<file path="config.mk">
export PLATFORM = sky130hd
export DESIGN_NAME = display_mode_controller_flat
export DESIGN_NICKNAME = d
export VERILOG_FILES = /design/src/rtl/display_mode_controller_if.sv /design/src/rtl/display_mode_controller.sv /design/src/flat_wrapper.sv
export SDC_FILE = /design/constraint.sdc
export NUM_CORES = 1
export LEC_CHECK = 0
export CORE_MARGIN = 5
export CORE_UTILIZATION = 50
export DETAILED_ROUTE_END_ITERATION = 16
export HOLD_SLACK_MARGIN = 0.12
export PLACE_DENSITY = 0.68
export SLEW_MARGIN = 15
export SYNTH_ARGS = -nofsm -noshare
export SYNTH_HDL_FRONTEND = slang
export SYNTH_SLANG_ARGS = --single-unit
</file>
<file path="constraint.sdc">
create_clock -name i_Clk -period 2.5 [get_ports i_Clk]
set_clock_uncertainty 0.2 [all_clocks]
set_input_delay 0.25 -clock i_Clk [delete_from_list [all_inputs] [get_ports i_Clk]]
set_output_delay 0.25 -clock i_Clk [all_outputs]
set_load 0.005 [all_outputs]
</file>
<file path="src/rtl/display_mode_controller_if.sv">
// Switch inputs and mode/segment outputs of the display mode controller,
// bundled so the sequencer and the top-level muxes share one port group.
interface display_mode_controller_if;
   logic [3:0] i_Switches;       // debounced, bit0=S1 .. bit3=S4, 1=pressed
   logic [2:0] o_State;          // current mode encoding
   logic [6:0] o_Segments;       // active-high, bit0=A .. bit6=G
   logic       o_Counter_Clear;  // one-cycle clear on run-mode entry
   logic       o_Anim_Done;      // first animation loop completed

   // Driver of the switches and consumer of the mode outputs
   modport master (
      output i_Switches,
      input  o_State,
      input  o_Segments,
      input  o_Counter_Clear,
      input  o_Anim_Done
   );

   // The sequencer itself
   modport slave (
      input  i_Switches,
      output o_State,
      output o_Segments,
      output o_Counter_Clear,
      output o_Anim_Done
   );
endinterface

</file>
<file path="src/rtl/display_mode_controller.sv">
// Mode sequencer for the 7-segment count datapath: power-on segment chase,
// switch-edge mode selection (AUTO/SWITCH/BIT), and an S1+S4 hold chord
// that returns to the animation once all switches are released.
module display_mode_controller #(
   parameter int ANIM_TICKS = 6250000,
   parameter int HOLD_TICKS = 25000000
) (
   input  logic                        i_Clk,
   input  logic                        i_Rst_L,
   display_mode_controller_if.slave    bus
);

   typedef enum logic [2:0] {
      ST_INIT       = 3'd0,
      ST_AUTO       = 3'd1,
      ST_SWITCH     = 3'd2,
      ST_BIT        = 3'd3,
      ST_RESET_WAIT = 3'd4
   } state_t;

   localparam int TW = (ANIM_TICKS > 1) ? $clog2(ANIM_TICKS) : 1;
   localparam int HW = (HOLD_TICKS > 1) ? $clog2(HOLD_TICKS) : 1;
   localparam logic [TW-1:0] C_ANIM_LAST = TW'(ANIM_TICKS - 1);
   localparam logic [HW-1:0] C_HOLD_LAST = HW'(HOLD_TICKS - 1);
   localparam logic [6:0]    C_SEG_A     = 7'b0000001;
   localparam logic [6:0]    C_SEG_DASH  = 7'b1000000;

   // Plain vector so an illegal code (5..7) can be held and recovered from
   logic [2:0]    r_State;
   logic [6:0]    r_Segments;
   logic          r_Counter_Clear;
   logic          r_Anim_Done;
   logic [2:0]    r_Idx;
   logic [TW-1:0] r_Tick;
   logic [HW-1:0] r_Hold;
   // Switches are registered once, then compared to their previous sample;
   // both reset to all-ones so switches held through reset produce no edge.
   logic [3:0]    r_Sw_Sync;
   logic [3:0]    r_Sw_Prev;

   logic [3:0]    w_Rise;
   logic          w_Chord;

   assign w_Rise  = r_Sw_Sync & ~r_Sw_Prev;
   assign w_Chord = bus.i_Switches[0] & bus.i_Switches[3];

   assign bus.o_State         = r_State;
   assign bus.o_Segments      = r_Segments;
   assign bus.o_Counter_Clear = r_Counter_Clear;
   assign bus.o_Anim_Done     = r_Anim_Done;

   // Single registered FSM: state, animation, hold timer and all outputs
   always_ff @(posedge i_Clk or negedge i_Rst_L) begin
      if (!i_Rst_L) begin
         r_State         <= ST_INIT;
         r_Segments      <= C_SEG_A;
         r_Counter_Clear <= 1'b0;
         r_Anim_Done     <= 1'b0;
         r_Idx           <= 3'd0;
         r_Tick          <= '0;
         r_Hold          <= '0;
         r_Sw_Sync       <= 4'b1111;
         r_Sw_Prev       <= 4'b1111;
      end else begin
         r_Sw_Sync       <= bus.i_Switches;
         r_Sw_Prev       <= r_Sw_Sync;
         r_Counter_Clear <= 1'b0;

         case (r_State)
            ST_INIT: begin
               r_Hold <= '0;
               // Segment chase A..F, one step per ANIM_TICKS cycles
               if (r_Tick == C_ANIM_LAST) begin
                  r_Tick <= '0;
                  if (r_Idx == 3'd5) begin
                     r_Idx       <= 3'd0;
                     r_Segments  <= C_SEG_A;
                     r_Anim_Done <= 1'b1;
                  end else begin
                     r_Idx      <= r_Idx + 3'd1;
                     r_Segments <= r_Segments << 1;
                  end
               end else begin
                  r_Tick <= r_Tick + TW'(1);
               end
               // Mode select only after one full loop; earlier edges are dropped
               if (r_Anim_Done && (w_Rise[0] | w_Rise[1] | w_Rise[2])) begin
                  r_Segments      <= 7'b0000000;
                  r_Counter_Clear <= 1'b1;
                  if (w_Rise[0])
                     r_State <= ST_AUTO;
                  else if (w_Rise[1])
                     r_State <= ST_SWITCH;
                  else
                     r_State <= ST_BIT;
               end
            end

            ST_AUTO, ST_SWITCH, ST_BIT: begin
               r_Segments <= 7'b0000000;
               // HOLD_TICKS consecutive chord cycles leave the run mode
               if (w_Chord) begin
                  if (r_Hold == C_HOLD_LAST) begin
                     r_Hold     <= '0;
                     r_Segments <= C_SEG_DASH;
                     r_State    <= ST_RESET_WAIT;
                  end else begin
                     r_Hold <= r_Hold + HW'(1);
                  end
               end else begin
                  r_Hold <= '0;
               end
            end

            ST_RESET_WAIT: begin
               r_Segments <= C_SEG_DASH;
               // Wait for a fully released keypad before restarting the chase
               if (bus.i_Switches == 4'b0000) begin
                  r_State     <= ST_INIT;
                  r_Segments  <= C_SEG_A;
                  r_Idx       <= 3'd0;
                  r_Tick      <= '0;
                  r_Hold      <= '0;
                  r_Anim_Done <= 1'b0;
               end
            end

            default: begin
               r_State     <= ST_INIT;
               r_Segments  <= C_SEG_A;
               r_Idx       <= 3'd0;
               r_Tick      <= '0;
               r_Hold      <= '0;
               r_Anim_Done <= 1'b0;
            end
         endcase
      end
   end

endmodule

</file>
<file path="src/flat_wrapper.sv">
// flat-port wrapper written by rule: the top's interface ports become plain ports
module display_mode_controller_flat 
#(
   parameter int ANIM_TICKS = 6250000,
   parameter int HOLD_TICKS = 25000000
)
  (i_Clk, i_Rst_L, bus_i_Switches, bus_o_State, bus_o_Segments, bus_o_Counter_Clear, bus_o_Anim_Done);
  display_mode_controller_if bus_i ();
  input  logic i_Clk;
  input  logic i_Rst_L;
  input wire logic [$bits(bus_i.i_Switches)-1:0] bus_i_Switches;
  output wire logic [$bits(bus_i.o_State)-1:0] bus_o_State;
  output wire logic [$bits(bus_i.o_Segments)-1:0] bus_o_Segments;
  output wire logic [$bits(bus_i.o_Counter_Clear)-1:0] bus_o_Counter_Clear;
  output wire logic [$bits(bus_i.o_Anim_Done)-1:0] bus_o_Anim_Done;
  assign bus_i.i_Switches = bus_i_Switches;
  assign bus_o_State = bus_i.o_State;
  assign bus_o_Segments = bus_i.o_Segments;
  assign bus_o_Counter_Clear = bus_i.o_Counter_Clear;
  assign bus_o_Anim_Done = bus_i.o_Anim_Done;
  display_mode_controller #(.ANIM_TICKS(ANIM_TICKS), .HOLD_TICKS(HOLD_TICKS)) u_core (.i_Clk(i_Clk), .i_Rst_L(i_Rst_L), .bus(bus_i));
endmodule
</file>
==> flow_metrics.env, run 1 <==
export IMPL_status="finished clean"
export IMPL_nNetsFinal=396
export IMPL_arrival_ps=2390
export IMPL_cts_setup_buffers=0
export IMPL_syn_mean_instance_area_um2=10.11
export IMPL_worstSetupStartpoint="u_core.r_Hold[15]$_DFFE_PN0P_"
export IMPL_tightest_slew_ps=488.1
export IMPL_clkTransAtPathRegs_ps=70
export IMPL_place_congestion=0.8195
export IMPL_relSlewSlack_pct=67.46
export IMPL_avgViaCountPerCell=5.601
export IMPL_hpwl_um=5086
export IMPL_die_w_um=94.02
export IMPL_fillers=595
export IMPL_slew_violations=0
export IMPL_place_inst=472
export IMPL_finalCritPeriodShare_pct=94.64
export IMPL_clock_root_buffer="clkbuf_8"
export IMPL_synth_flop_cell="dfrtp_1"
export IMPL_power_leakage_nw=1.723
export IMPL_setup_viol=0
export IMPL_diodes=0
export IMPL_worstSkewPairLatency_ps=340
export IMPL_drtIter0Drc=177
export IMPL_ys_seq_area_share_pct=49.17
export IMPL_synth_ff_latch_count=69
export IMPL_rsz0062_at_grt="no"
export IMPL_h_tree_depth=3
export IMPL_post_route_min_period_ps=2366
export IMPL_cts_sinks=69
export IMPL_hp_class="in -> reg"
export IMPL_synth_edff_count=0
export IMPL_worst_slack_ps=133.9
export IMPL_gr_usage_all_layers_pct=17.84
export IMPL_grt_pass1_wl_um=12560
export IMPL_wl_um=7261
export IMPL_io_pins=18
export IMPL_fp_row_count=30
export IMPL_cts_tree="built"
export IMPL_core_area_um2=6832
export IMPL_powerDensity_nw_per_um2=799.7
export IMPL_area_delta_synth_final_pct=17.83
export IMPL_ys_async_sr_fraction_pct=100.0
export IMPL_end_kind="register"
export IMPL_hold_slack_ps=155.5
export IMPL_synth_area_um2=3530
export IMPL_dieArea_um2=8840
export IMPL_cts_buffers=9
export IMPL_fin_setup_tns_ps=0
export IMPL_place_area_um2=3950
export IMPL_wire_per_inst_um=14.85
export IMPL_start_util_pct=51.67
export IMPL_hold_violations=0
export IMPL_grt_max_degree=70
export IMPL_final_design_area_no_fill_um2=4159
export IMPL_route_detailed_drc=0
export IMPL_drive_gt1_share_pct=18.58
export IMPL_worst_setup_path_type="reg -> reg"
export IMPL_synth_cell_types=50
export IMPL_crit_fanout=11
export IMPL_port_buffers=17
export IMPL_overflow=0
export IMPL_grt_pass1_vias=2667
export IMPL_worst_setup_path_start_kind="register"
export IMPL_vdd_drop_max_mv=0.3857
export IMPL_synth_cells=349
export IMPL_drtPass1Iterations=4
export IMPL_place_ws_ps=22.00
export IMPL_ant_nets=0
export IMPL_required_ps=2520
export IMPL_synth_nets=357
export IMPL_min_from="bus_i_Switches[1]"
export IMPL_die_y_um=94.02
export IMPL_cap_viol_max_count=0
export IMPL_dr_total_vias=2739
export IMPL_total_power_mw=3.326
export IMPL_final_util_pct=60.88
export IMPL_fmax_ghz=0.4226
export IMPL_antenna_found_initial=0
export IMPL_timing_rr_start="u_core.r_Hold[15]$_DFFE_PN0P_"
export IMPL_yosys_warnings=0
export IMPL_final_cells=489
export IMPL_cts_buffer_depth=2
cell type report:
cell class,count,area (µm²),share of cell area [%]
tap,96,120.1,2.888
inverter,5,18.77,0.4513
clock buffer,9,123.9,2.978
clock inverter,7,66.31,1.594
timing repair buffer,43,400.4,9.627
multi-input combinational,260,1694,40.73
sequential,69,1735,41.73
synthesized netlist by cell type (5+ instances only):
library cell  count  area [µm²]
nor3_1            7       35.03
nor2_1           36       135.1
nand2_1          32       120.1
inv_1             5       18.77
and3_1            7       43.79
xor2_1           21       183.9
a21oi_1          11       55.05
dfrtp_1          62        1551
dfstp_2           7       183.9
clkbuf_1          8       30.03
o21ai_0           8       40.04
a31oi_1          17       106.4
nand4_1          20       125.1
nand3_1          16       80.08
and4_1            6       52.55
a22o_1            9       78.83
xnor2_1           6       52.55
flip-flops by register name (all words and copies together) (netlist names):
signal	count
u_core.r_Hold	25
u_core.r_Tick	23
u_core.bus.o_Segments	7
u_core.bus.o_State	3
u_core.r_Idx	3
u_core.r_Sw_Prev	3
u_core.r_Sw_Sync	3
u_core.bus.o_Anim_Done	1
u_core.bus.o_Counter_Clear	1
worst paths after layout:
| kind | end | slack (ps) | cells after the start |
|---|---|---|---|
| max | u_core.r_Hold[6]$_DFFE_PN0P_ | 130 | 6 |
| min | u_core.r_Sw_Sync[1]$_DFF_PN1_ | 160 | 1 |
| max reg2reg | u_core.r_Hold[6]$_DFFE_PN0P_ | 130 | 6 |
| min reg2reg | u_core.r_Sw_Prev[1]$_DFF_PN1_ | 170 | 0 |
| max in group asynchronous | u_core.bus.o_Segments[0]$_DFFE_PN1P_ | 1500 | 3 |
| min in group asynchronous | u_core.r_Hold[20]$_DFFE_PN0P_ | 270 | 3 |
metal layers:
metal  track usage (%)  vias to the layer above  share of wire [%]
li1                  -                     1353                  -
met1             25.21                     1326                 49
met4             5.415                        0                1.2
met2             26.79                       52                 46
met5                 0                        -                  0
met3             4.728                        8                3.6
layout by cell type (no fill, tap or decap), drive strengths merged, types with 6 or more instances in the layout:
cell and count:
dfrtp 62, nor3 8, xnor2 6, clkbuf 9, and4 6, dfstp 7, o21ai 8, nor2 41
a21oi 13, xor2 21, a31oi 17, buf 26, nand2 32, nand3 16, a22o 9, clkdlybuf4s50 16
and3 8, nand4 20
power breakdown:
part / switching [mW] / internal (mW)
clock network: 0.425 / 0.455
logic: 0.580 / 0.426
registers: 0.166 / 1.27
total: 1.17 / 2.15
critical path, cell delays in order, from the launching register on:
cell	delay [ps]
dfrtp_1	420
or4b_2	690
nor4_2	400
a21oi_2	170
nor2_4	180
buf_12	150
nor2_1	50
kinds of logic after synthesis:
family	after synthesis	share of synthesized area (%)
simple gates	166	26.37
flops	69	49.17
compound gates	59	12.09
xor+xnor	27	6.700
buf+inv	20	3.084
mux	6	1.879
fa+ha+maj	2	0.7089
timing repair:
action                     CTS  global route
hold buffers                 1             0
hold endpoints to repair    69             0
setup endpoints to repair    0             2
gates resized for setup      0             2
(Power assumes the default switching activity.)
==> run 2, diff against run 1 <==
--- a/config.mk
+++ b/config.mk
@@ -5,7 +5,6 @@
 export SDC_FILE = /design/constraint.sdc
 export NUM_CORES = 1
 export LEC_CHECK = 0
-export CORE_MARGIN = 5
 export CORE_UTILIZATION = 50
 export DETAILED_ROUTE_END_ITERATION = 16
 export HOLD_SLACK_MARGIN = 0.12
==> run 2 against run 1 <==
Combinational power shrank 8%; sequential share of layout area decreased by 0.35 points; flip-flop and latch count unchanged; die area decreased by 16%; clock power grew 20%; register-to-register slack gained 40 ps; fmax increased by 1.7%.
==> flow_metrics.env, run 2 (same netlist as run 1, synthesis figures left out) <==
export IMPL_start_util_pct=51.95
export IMPL_hpwl_um=5258
export IMPL_clockPowerShare_pct=30.8
export IMPL_area_delta_synth_final_pct=18.82
export IMPL_internal_power_mw=2.288
export IMPL_grt_pass1_wl_um=12850
export IMPL_io_pins=18
export IMPL_die_y_um=86.02
export IMPL_worstSkewPairLatency_ps=350
export IMPL_nNetsFinal=396
export IMPL_cts_sinks=69
export IMPL_gr_usage_all_layers_pct=22.43
export IMPL_p_seq_share_pct=42.2
export IMPL_drive_gt1_share_pct=18.07
export IMPL_grt_pass1_vias=2696
export IMPL_grt_max_degree=32
export IMPL_finalCritPeriodShare_pct=93.07
export IMPL_hp_class="reg -> reg"
export IMPL_relSlewSlack_pct=57.59
export IMPL_dr_total_vias=2772
export IMPL_end_kind="register"
export IMPL_fmax_ghz=0.4298
export IMPL_tightest_slew_ps=636.2
export IMPL_port_buffers=17
export IMPL_power_leakage_nw=1.729
export IMPL_powerDensity_nw_per_um2=823.1
export IMPL_post_route_min_period_ps=2327
export IMPL_antenna_found_initial=0
export IMPL_place_congestion=0.8175
export IMPL_route_detailed_drc=0
export IMPL_die_w_um=86.02
export IMPL_required_ps=2520
export IMPL_p_sw_mw=1.164
export IMPL_clock_root_buffer="clkbuf_8"
export IMPL_ant_nets=0
export IMPL_drtIter0Drc=154
export IMPL_rrSetupSlack_ps=170
export IMPL_worst_setup_path_start_kind="register"
export IMPL_wire_per_inst_um=15.34
export IMPL_cts_buffers=9
export IMPL_slew_violations=0
export IMPL_final_common_cell="dfrtp_1"
export IMPL_vdd_drop_max_mv=0.6427
export IMPL_layout_common_cells="dfrtp_1, nor2_1, nand2_1"
export IMPL_rsz0062_at_grt="no"
export IMPL_hold_violations=0
export IMPL_clkTransAtPathRegs_ps=80
export IMPL_cts_buffer_depth=2
export IMPL_h_tree_depth=3
export IMPL_core_area_um2=6794
export IMPL_cap_viol_max_count=0
export IMPL_pwr_share_comb_pct=27.0
export IMPL_crit_fanout=3
export IMPL_fp_row_count=30
export IMPL_status="finished clean"
export IMPL_switching_share_pct=33.72
export IMPL_drtPass1Iterations=6
export IMPL_worst_setup_path_type="reg -> reg"
export IMPL_setup_viol=0
export IMPL_arrival_ps=2350
export IMPL_fin_setup_tns_ps=0
export IMPL_overflow=0
export IMPL_largest_reg_flops=25
export IMPL_cts_tree="built"
export IMPL_hold_slack_ps=160.3
export IMPL_dieArea_um2=7399
export IMPL_diodes=0
export IMPL_largest_register="u_core.r_Hold"
export IMPL_avgViaCountPerCell=5.669
export IMPL_wl_um=7499
-- run 2: cell type report --
type                            instances  area, µm²
Clock buffer                           11      151.4
Inverter                                5      18.77
Timing Repair Buffer                   43      392.9
Multi-Input combinational cell        260       1694
Sequential cell                        69       1735
Tap cell                               96      120.1
Clock inverter                          5      81.33
Fill cell                             555       2600
-- run 2: worst max-delay path, cell delays in order, from the launching register on --
cell and delay, ps:
dfrtp_1 410, or4b_2 680, nor4_4 360, nand2_1 150
o21ai_0 270, o22ai_1 130
-- run 2: power by group through the flow --
stage | clock network [mW] | logic [mW] | registers [mW]
6_report | 1.06 | 0.933 | 1.46
5_1_grt | 1.14 | 1.05 | 1.48
4_1_cts | 1.09 | 0.939 | 1.45
3_5_place_dp | 0 | 0.933 | 1.47
3_3_place_gp | 0 | 0.911 | 1.47
2_1_floorplan | 0 | 0.627 | 1.43
-- run 2: metal layers --
metal / up-vias / routed length [µm] / GRT usage, %
li1: 1354 / - / -
met1: 1358 / 3498 / 29.50
met2: 45 / 3662 / 35.57
met3: 15 / 212 / 5.871
met4: 0 / 126 / 8.485
met5: - / 0 / 0
-- run 2: final timing paths --
kind | from | to | cells after the start
worst max-delay path | u_core.r_Hold[9]$_DFFE_PN0P_ | u_core.bus.o_State[1]$_DFFE_PN0P_ | 5
worst min-delay path | u_core.r_Sw_Sync[1]$_DFF_PN1_ | u_core.r_Sw_Prev[1]$_DFF_PN1_ | 0
worst max register to register | u_core.r_Hold[9]$_DFFE_PN0P_ | u_core.bus.o_State[1]$_DFFE_PN0P_ | 5
worst min register to register | u_core.r_Sw_Sync[1]$_DFF_PN1_ | u_core.r_Sw_Prev[1]$_DFF_PN1_ | 0
max in group asynchronous | i_Rst_L | u_core.r_Sw_Prev[2]$_DFF_PN1_ | 3
min in group asynchronous | i_Rst_L | u_core.r_Hold[7]$_DFFE_PN0P_ | 2
-- run 2: what timing repair did --
action / in CTS / in global routing
setup buffers: 0 / 0
resized for setup: 0 / 1
hold buffers: 2 / 1
endpoints found under the setup margin: 0 / 8
hold endpoints to repair: 25 / 1
-- run 2: metrics by stage --
stage               area [µm²]  std cells  util [%]  total power, mW  setup WS [ps]
global placement          3923        470     57.73            2.376          26.39
floorplan                 3530        349         -            2.058          296.4
CTS                       4175        488     61.45            3.478          113.5
detailed placement        3923        470     57.73            2.405         -27.80
global route              4194        489     61.73            3.672          75.98
finish                    4194        489     61.73            3.452          173.3
==> run 3, diff against run 2 <==
--- a/config.mk
+++ b/config.mk
@@ -6,7 +6,9 @@
 export NUM_CORES = 1
 export LEC_CHECK = 0
 export CORE_UTILIZATION = 50
+export CTS_CLUSTER_SIZE = 24
 export DETAILED_ROUTE_END_ITERATION = 16
+export GPL_ROUTABILITY_DRIVEN = 0
 export HOLD_SLACK_MARGIN = 0.12
 export PLACE_DENSITY = 0.68
 export SLEW_MARGIN = 15
==> results of run 3 <==
Same layout as run 2: the final DEF is identical, and so are final timing and power.
